### config.mk
export PLATFORM = sky130hd
export DESIGN_NAME = udp_rx_parser
export DESIGN_NICKNAME = d
export VERILOG_FILES = /design/src/rtl/udp_rx_parser.sv
export SDC_FILE = /design/constraint.sdc
export NUM_CORES = 1
export LEC_CHECK = 0
export CAP_MARGIN = 5
export CORE_MARGIN = 4
export CORE_UTILIZATION = 53
export CTS_CLUSTER_DIAMETER = 80
export DETAILED_ROUTE_END_ITERATION = 10
export GPL_TIMING_DRIVEN = 0
export PLACE_DENSITY_LB_ADDON = 0.3
export SYNTH_ARGS = -nofsm -noshare
export SYNTH_HDL_FRONTEND = slang
export SYNTH_SLANG_ARGS = --single-unit
### constraint.sdc
create_clock -name sys_clk -period 2.9 [get_ports sys_clk]
set_clock_uncertainty 0.2 [all_clocks]
set_input_delay 0.58 -clock sys_clk [delete_from_list [all_inputs] [get_ports sys_clk]]
set_output_delay 0.58 -clock sys_clk [all_outputs]
set_load 0.005 [all_outputs]
### src/rtl/udp_rx_parser.sv
// GMII receive-side UDP parser: strips preamble/SFD, filters Ethernet/IPv4/UDP headers,
// checks the FCS and forwards UDP payload bytes with per-frame status pulses.
module udp_rx_parser #(
    parameter logic [47:0] LOCAL_MAC  = 48'h000A3501FEC0,
    parameter logic [31:0] LOCAL_IP   = 32'hC0A80A0A,
    parameter logic [15:0] LOCAL_PORT = 16'd1234
) (
    input  logic        sys_clk,
    input  logic        sys_rst,
    input  logic        gmii_rx_dv,
    input  logic        gmii_rx_er,
    input  logic [7:0]  gmii_rxd,
    output logic        payload_valid,
    output logic [7:0]  payload_data,
    output logic        payload_last,
    output logic [15:0] payload_len,
    output logic [31:0] src_ip,
    output logic [15:0] src_port,
    output logic        frame_done,
    output logic        frame_err,
    output logic        frame_drop
);

    typedef enum logic [3:0] {
        StWaitIdle, StIdle, StPreamble, StEthHdr, StIpHdr, StUdpHdr, StPayload, StTrail, StDrop
    } state_t;

    localparam logic [31:0] CrcResidue = 32'hDEBB20E3;

    function automatic logic [31:0] crc32_byte(input logic [31:0] crc, input logic [7:0] data);
        logic [31:0] c;
        c = crc ^ {24'h0, data};
        for (int i = 0; i < 8; i++) begin
            c = c[0] ? ((c >> 1) ^ 32'hEDB88320) : (c >> 1);
        end
        return c;
    endfunction

    state_t      r_state;
    logic [15:0] r_cnt;
    logic [2:0]  r_pre_cnt;
    logic [47:0] r_sh;
    logic [31:0] r_crc;
    logic        r_err_seen;
    logic [15:0] r_remain;
    logic [31:0] r_ip_tmp;
    logic [15:0] r_sport_tmp;
    logic [15:0] r_ulen;
    logic        r_payload_valid;
    logic [7:0]  r_payload_data;
    logic        r_payload_last;
    logic [15:0] r_payload_len;
    logic [31:0] r_src_ip;
    logic [15:0] r_src_port;
    logic        r_frame_done;
    logic        r_frame_err;
    logic        r_frame_drop;

    logic [47:0] w_sh_next;
    logic [31:0] w_crc_next;

    // Header fields are compared on their last byte using the shifted-in view.
    assign w_sh_next  = {r_sh[39:0], gmii_rxd};
    assign w_crc_next = crc32_byte(r_crc, gmii_rxd);

    always_ff @(posedge sys_clk) begin
        if (sys_rst) begin
            r_state         <= StWaitIdle;
            r_cnt           <= 16'd0;
            r_pre_cnt       <= 3'd0;
            r_sh            <= 48'd0;
            r_crc           <= 32'hFFFFFFFF;
            r_err_seen      <= 1'b0;
            r_remain        <= 16'd0;
            r_ip_tmp        <= 32'd0;
            r_sport_tmp     <= 16'd0;
            r_ulen          <= 16'd0;
            r_payload_valid <= 1'b0;
            r_payload_data  <= 8'd0;
            r_payload_last  <= 1'b0;
            r_payload_len   <= 16'd0;
            r_src_ip        <= 32'd0;
            r_src_port      <= 16'd0;
            r_frame_done    <= 1'b0;
            r_frame_err     <= 1'b0;
            r_frame_drop    <= 1'b0;
        end else begin
            r_payload_valid <= 1'b0;
            r_payload_last  <= 1'b0;
            r_frame_done    <= 1'b0;
            r_frame_err     <= 1'b0;
            r_frame_drop    <= 1'b0;
            if (gmii_rx_dv) begin
                r_sh  <= w_sh_next;
                r_crc <= w_crc_next;
            end

            case (r_state)
                StWaitIdle: begin
                    if (!gmii_rx_dv) r_state <= StIdle;
                end
                StIdle: begin
                    if (gmii_rx_dv) begin
                        if (gmii_rxd == 8'h55) begin
                            r_pre_cnt <= 3'd1;
                            r_state   <= StPreamble;
                        end else begin
                            r_state <= StDrop;
                        end
                    end
                end
                StPreamble: begin
                    if (!gmii_rx_dv) begin
                        r_frame_drop <= 1'b1;
                        r_state      <= StIdle;
                    end else if (gmii_rxd == 8'hD5) begin
                        r_crc      <= 32'hFFFFFFFF;
                        r_cnt      <= 16'd0;
                        r_err_seen <= 1'b0;
                        r_state    <= StEthHdr;
                    end else if (gmii_rxd == 8'h55 && r_pre_cnt != 3'd7) begin
                        r_pre_cnt <= r_pre_cnt + 3'd1;
                    end else begin
                        r_state <= StDrop;
                    end
                end
                StEthHdr, StIpHdr, StUdpHdr: begin
                    if (!gmii_rx_dv) begin
                        r_frame_drop <= 1'b1;
                        r_state      <= StIdle;
                    end else if (gmii_rx_er) begin
                        r_state <= StDrop;
                    end else begin
                        r_cnt <= r_cnt + 16'd1;
                        if (r_state == StEthHdr) begin
                            if (r_cnt == 16'd5 && w_sh_next != LOCAL_MAC && w_sh_next != '1) begin
                                r_state <= StDrop;
                            end
                            if (r_cnt == 16'd13) begin
                                r_cnt   <= 16'd0;
                                r_state <= (w_sh_next[15:0] == 16'h0800) ? StIpHdr : StDrop;
                            end
                        end else if (r_state == StIpHdr) begin
                            if ((r_cnt == 16'd0 && gmii_rxd != 8'h45) ||
                                (r_cnt == 16'd9 && gmii_rxd != 8'h11)) begin
                                r_state <= StDrop;
                            end
                            if (r_cnt == 16'd15) r_ip_tmp <= w_sh_next[31:0];
                            if (r_cnt == 16'd19) begin
                                r_cnt   <= 16'd0;
                                r_state <= (w_sh_next[31:0] == LOCAL_IP) ? StUdpHdr : StDrop;
                            end
                        end else begin
                            if (r_cnt == 16'd1) r_sport_tmp <= w_sh_next[15:0];
                            if (r_cnt == 16'd3 && w_sh_next[15:0] != LOCAL_PORT) r_state <= StDrop;
                            if (r_cnt == 16'd5) begin
                                r_ulen <= w_sh_next[15:0];
                                if (w_sh_next[15:0] < 16'd8) r_state <= StDrop;
                            end
                            if (r_cnt == 16'd7) begin
                                r_src_ip      <= r_ip_tmp;
                                r_src_port    <= r_sport_tmp;
                                r_payload_len <= r_ulen - 16'd8;
                                r_remain      <= r_ulen - 16'd8;
                                r_state       <= (r_ulen == 16'd8) ? StTrail : StPayload;
                            end
                        end
                    end
                end
                StPayload: begin
                    if (!gmii_rx_dv) begin
                        // Truncated payload: report as bad, never flag last.
                        r_frame_done <= 1'b1;
                        r_frame_err  <= 1'b1;
                        r_state      <= StIdle;
                    end else begin
                        if (gmii_rx_er) r_err_seen <= 1'b1;
                        r_payload_valid <= 1'b1;
                        r_payload_data  <= gmii_rxd;
                        r_remain        <= r_remain - 16'd1;
                        if (r_remain == 16'd1) begin
                            r_payload_last <= 1'b1;
                            r_state        <= StTrail;
                        end
                    end
                end
                StTrail: begin
                    if (!gmii_rx_dv) begin
                        r_frame_done <= 1'b1;
                        r_frame_err  <= r_err_seen | (r_crc != CrcResidue);
                        r_state      <= StIdle;
                    end else if (gmii_rx_er) begin
                        r_err_seen <= 1'b1;
                    end
                end
                StDrop: begin
                    if (!gmii_rx_dv) begin
                        r_frame_drop <= 1'b1;
                        r_state      <= StIdle;
                    end
                end
                default: r_state <= StWaitIdle;
            endcase
        end
    end

    assign payload_valid = r_payload_valid;
    assign payload_data  = r_payload_data;
    assign payload_last  = r_payload_last;
    assign payload_len   = r_payload_len;
    assign src_ip        = r_src_ip;
    assign src_port      = r_src_port;
    assign frame_done    = r_frame_done;
    assign frame_err     = r_frame_err;
    assign frame_drop    = r_frame_drop;

endmodule

# Word level (Yosys, flattened, before mapping)
# Index checks and enable logic that the tools add are counted.
[word_totals]
register_bits = 253
input_bits = 12
output_inout_bits = 77
word_cells = 188
[classes]
n_addsub = 4
n_lt_le_gt_ge = 1
eq_ne = 48
n_mux = 68
bitwise = 17
reduce_logical = 31
[op_table]
columns = ["op", "count"]
rows = [
  ["32-bit two-way mux", 12],
  ["16-bit two-way mux", 14],
  ["13-bit NOT with 14-bit output", 8],
  ["4-bit two-way mux", 22],
  ["16-bit by 4-bit equality test with 1-bit output, second input constant", 4],
  ["16-bit case mux with 2 select lines", 2],
  ["48-bit by 36-bit != test with 1-bit output, second input constant", 1],
  ["48-bit != test, second input constant", 1],
  ["6-bit AND reduction", 6],
  ["16-bit by 1-bit equality test with 1-bit output, second input constant", 2],
  ["16-bit by 3-bit equality test with 1-bit output, second input constant", 2],
  ["32-bit equality test, second input constant", 1],
  ["32-bit != test, second input constant", 1],
  ["32-bit by 8-bit XOR with 32-bit output", 1],
  ["2-bit != test, second input constant", 13],
  ["4-bit case mux with 5 select lines", 1],
  ["16-bit by 1-bit adder with 16-bit output, second input constant", 1],
  ["16-bit by 12-bit equality test with 1-bit output, second input constant", 1],
  ["16-bit by 2-bit equality test with 1-bit output, second input constant", 1],
  ["16-bit by 5-bit equality test with 1-bit output, second input constant", 1],
  ["4-bit by 3-bit equality test with 1-bit output, second input constant", 4],
  ["16-bit logical NOT", 1],
  ["16-bit by 4-bit < comparator with 1-bit output, second input constant", 1],
  ["16-bit by 11-bit != test with 1-bit output, second input constant", 1],
  ["31 further kinds", 67],
]

# Logic depth before layout (Yosys ltp)
[depth]
ltp_word = 21
mapped_depth = 10
mapped_depth_nobuf = 9

# Worst setup path after synthesis
# Ideal clock, no wire load.
[synth_timing]
kind = "input -> register"
startpoint = "input gmii_rxd[1]"
endpoint = "register r_crc[20]"
setup_time_ns = 0.129
arrival_time_ns = 2.421
t_required_ns = 2.571
path_slack_ns = 0.150
cell_stages = 8
n_path_buf = 1
cell_sequence = "buf_2 -> xnor2_1 -> xnor2_1 -> xnor2_1 -> xnor2_1 -> xnor2_1 -> mux2i_1 -> nand2_1"
[synth_via]
elab_chain_cells = 17
elab_cells_between_ends = 18
cone_classes = "1 x eq/ne; 12 x mux; 5 x bitwise"
[synth_lines]
columns = ["element", "line_no", "rtl"]
rows = [
  ["start, declared", "12", "input logic [7:0] gmii_rxd,"],
  ["32-bit by 8-bit XOR with 32-bit output", "32", "c = crc ^ {24'h0, data};"],
  ["32-bit two-way mux (3 in a row)", "34", "c = c[0] ? ((c >> 1) ^ 32'hEDB88320) : (c >> 1);"],
  ["13-bit NOT with 14-bit output (no source line)", "n/a", ""],
  ["32-bit two-way mux", "34", ""],
  ["13-bit NOT with 14-bit output (no source line)", "n/a", ""],
  ["32-bit two-way mux (2 in a row)", "34", ""],
  ["13-bit NOT with 14-bit output (no source line)", "n/a", ""],
  ["32-bit two-way mux", "34", ""],
  ["13-bit NOT with 14-bit output (no source line)", "n/a", ""],
  ["32-bit two-way mux", "34", ""],
  ["32-bit two-way mux", "93", "if (gmii_rx_dv) begin"],
  ["32-bit two-way mux", "116", "end else if (gmii_rxd == 8'hD5) begin"],
  ["32-bit two-way mux", "113", "if (!gmii_rx_dv) begin"],
  ["32-bit two-way mux *", "98", "case (r_state)"],
  ["end signal, assigned", "95", "r_crc <= w_crc_next;"],
  ["end, declared", "43", "logic [31:0] r_crc;"],
]
# Every way passes the cells marked *; elsewhere a longest branch is shown, timed or not.
# A chain may end at the register's enable or synchronous reset.

# Worst setup path in the final report
[layout_timing]
startpoint = "input gmii_rxd[6]"
endpoint = "register r_state[3]"
[layout_via]
elab_chain_cells = 11
elab_cells_between_ends = 38
cone_classes = "1 x order compare; 12 x eq/ne; 17 x mux; 8 x reduce/logical"
[layout_lines]
columns = ["element", "line_no", "rtl"]
rows = [
  ["branches (longest 11 deep; another with 16-bit by 4-bit < comparator with 1-bit output)", "n/a", ""],
  ["end signal, assigned", "100", "if (!gmii_rx_dv) r_state <= StIdle;"],
  ["end signal, assigned", "130", "r_state <= StIdle;"],
  ["end signal, assigned", "132", "r_state <= StDrop;"],
  ["end, declared", "39", "state_t r_state;"],
]
# Parallel ways; which one is timed is not known. The select of a mux whose other input is x is not followed.

==> impl_metrics.yaml <==
sta:
  rsz0062_at_grt: "yes"
  final-setup-viol-count: 0
  hold_viol: 0
  period_needed_ps: 2875
  fmax_mhz: 347.8
  slew_headroom_pct: 48.41
  tightest_slew_ps: 773.8
  final_max_slew_viol_count: 0
  hold_slack_ps: 248.5
  worst_slack_ps: 24.88
  post-route-period-util_pct: 99.14
worst_setup_path:
  reg2reg_from: "r_cnt[10]"
  crit_type: "in -> reg"
  cp-start-kind: "primary input"
  cp.arrival_ps: 3090
  worstPathRequired_ps: 3120
  worstSetupEndpointType: "register"
  cp_max_fo: 10
  regToRegEndpoint: "r_state[3]"
  reg2regPathDepth: 7
  ff2ff_setup_slack_ps: 70
finish:
  drive_gt1_share_pct: 8.188
  area.growth.synth_to_final_pct: 22.08
  final_area_um2: 13760
  antennaDiodeCount: 0
  fillers: 1790
  instances_no_fill: 1826
  fin_nets: 1552
yosys:
  yosysTopAreaCellShare_pct: 44.95
  netlist_area_um2: 11270
  synth_edf_count: 0
  synth_area_leaders: "dfxtp_1, nand2_1, a21oi_1"
  yosys_warnings: 0
  synth_cell_type_count: 67
  ys_seq_area_share_pct: 44.95
  synth_top_family_by_area: "simple AND/OR/NAND/NOR gates"
  synth_top_flop_cell: "dfxtp_1"
  netlist_top_cells_count: "nand2_1, dfxtp_1, a21oi_1, nor2_1, clkbuf_1"
  synth-compound-area-share_pct: 13.10
  async_reset_ff_share_pct: 0
  synthAdderAreaFrac_pct: 0.9771
  syn_inst: 1416
  ys_ff_latch: 253
  yosysTopAreaCell: "dfxtp_1"
  yosysMostFrequentCell: "nand2_1"
  avgSynthCellArea_um2: 7.958
  synth-xor-area-share_pct: 7.528
  syn_nets: 1436
  synth_simple_gate_area_share_pct: 25.49
  synthMuxAreaShare_pct: 4.275
clock_network:
  ctsHoldBuffers: 0
  clock_path_buffers: 3
  cts_root_buffer: "clkbuf_16"
  h-tree-depth: 1
  numClockSinks: 253
  cts_buffers: 26
  cts_tree: "done"
  worstSkewPairLatency_ps: 530
  cts.clk_slew.worst_paths_ps: 60
route:
  routed_via_density: 5.817
  vias: 10620
  drc_errors: 0
  first_pass_iters: 6
  antenna_left: 0
  routedWlPerCell_um: 18.01
  routed_wl_um: 32890
  drtIter0Drc: 1048
flow_run:
  cap_violations: 0
floorplanning:
  die_h_um: 153.8
  dieWidth_um: 153.8
  rows: 53
  initial_core_util_pct: 53.77
  die_area_um2: 23660
  pin_count: 89
  core_um2: 20960
placement:
  postPlaceCellArea_um2: 12490
  hpwl_um: 22660
  dp_cells: 1779
  place_ws_ps: -1141
  numPortBuffers: 88
  routabilityCongestion: 0.9730
worst_hold_path:
  min_from: "src_ip[16]"
  hp-class: "reg -> reg"
  hold_depth: 2
  whs_endpoint: "src_ip[16]"
power_and_ir_drop:
  p_leak_nw: 4.927
  p_per_area_nw_per_um2: 725.7
  ir_drop_mv: 0.4420
outcome:
  outcome: "complete, no violations"
grt:
  track_usage_pct: 26.77
  grt_pass1_vias: 10050
  grt_pass1_wl_um: 52470
  grt_max_degree: 16
  grt-ovfl-total: 0
  grt_antenna_before_repair: 0
layout by cell type, fill, tap and decap left out, types with 6 or more instances in the layout:
cell               n
nand2_1          365
dfxtp_1          250
a21oi_1          153
nor2_1           107
clkdlybuf4s50_1   87
clkbuf_1          63
xnor2_1           56
o21ai_0           48
mux2i_1           47
xor2_1            30
clkbuf_16         26
nor4_1            22
nand4_1           22
nand3_1           18
nor3_1            17
inv_1             14
or3_1             10
a22oi_1           10
clkbuf_8           9
and3_1             9
buf_2              8
xnor2_2            8
nand2b_1           7
clkbuf_2           7
buf_4              7
or4_1              7
a211oi_1           6
o21ai_1            6
ha_1               6
logic make-up after synthesis:
family                     Yosys count
DFF                                253
xor gates and xnor gates            96
buffers and inverters              108
and+or+nand+nor                    641
adders and majority gates            9
muxes                               48
AOI/OAI and AO/OA                  261
power by group:
part / total [W] / switching, W / internal (W)
clock: 0.00367 / 0.00141 / 0.00227
combinational: 0.00243 / 0.00131 / 0.00112
sequential: 0.00388 / 0.000217 / 0.00366
total: 0.00998 / 0.00293 / 0.00705
worst max-delay path by stage:
stage                     start         end  cells after the start
global route        gmii_rxd[6]  r_state[3]                      9
floorplan           gmii_rxd[1]   r_crc[20]                      8
finish              gmii_rxd[6]  r_state[3]                      9
CTS                    r_cnt[9]  r_state[0]                      6
global placement    gmii_rxd[7]   r_crc[23]                      9
detailed placement  gmii_rxd[7]   r_crc[23]                      9
what timing repair did:
action                                  CTS  global route
buffers inserted                          3             3
endpoints found under the setup margin  156           128
pin swaps                                 6             7
resized for setup                        36            50
routing by layer:
metal,track usage [%],up-vias,routed length (um)
li1,-,5043,-
met1,36.21,4981,14070
met2,43.07,490,15010
met3,4.841,107,2663
met4,9.840,0,1142
met5,0,-,0
sequential cells by signal (all words and copies together), names as in the netlist:
signal	count
r_err_seen	1
r_remain	16
r_sh	40
src_ip	32
r_cnt	16
r_crc	32
frame_err	1
payload_data	8
r_sport_tmp	16
frame_done	1
payload_valid	1
frame_drop	1
src_port	16
r_state	4
r_ulen	16
r_pre_cnt	3
payload_last	1
payload_len	16
r_ip_tmp	32
per-stage QoR:
| stage | utilization (%) | TNS, ps | power [W] |
|---|---|---|---|
| floorplan | - | 0 | 0.005779 |
| finish | 65.65 | 0 | 0.009983 |
| detailed placement | 59.62 | -100640 | 0.006219 |
| global placement | 59.62 | -96110 | 0.006172 |
| CTS | 64.92 | 0 | 0.009922 |
| global route | 65.65 | -43.01 | 0.01041 |
area by class of cell:
cell class / count / area (um2) / area share [%]
Clock inverter: 12 / 202.7 / 1.473
Timing Repair Buffer: 94 / 928.4 / 6.749
Buffer: 88 / 406.6 / 2.956
Multi-Input combinational cell: 1055 / 6000 / 43.61
Clock buffer: 35 / 754.5 / 5.484
Sequential cell: 253 / 5069 / 36.84
Inverter: 14 / 52.55 / 0.3820
Tap cell: 275 / 344.1 / 2.501
worst max-delay path: stages:
cell             delay [ps]
clkdlybuf4s50_1         480
clkbuf_4                270
or4_1                   500
nor2_1                  120
nand3_1                 130
or4_4                   470
and3_1                  200
a211oi_1                220
o21ai_1                 110
No activity file was read; power rests on OpenSTA's default activity.
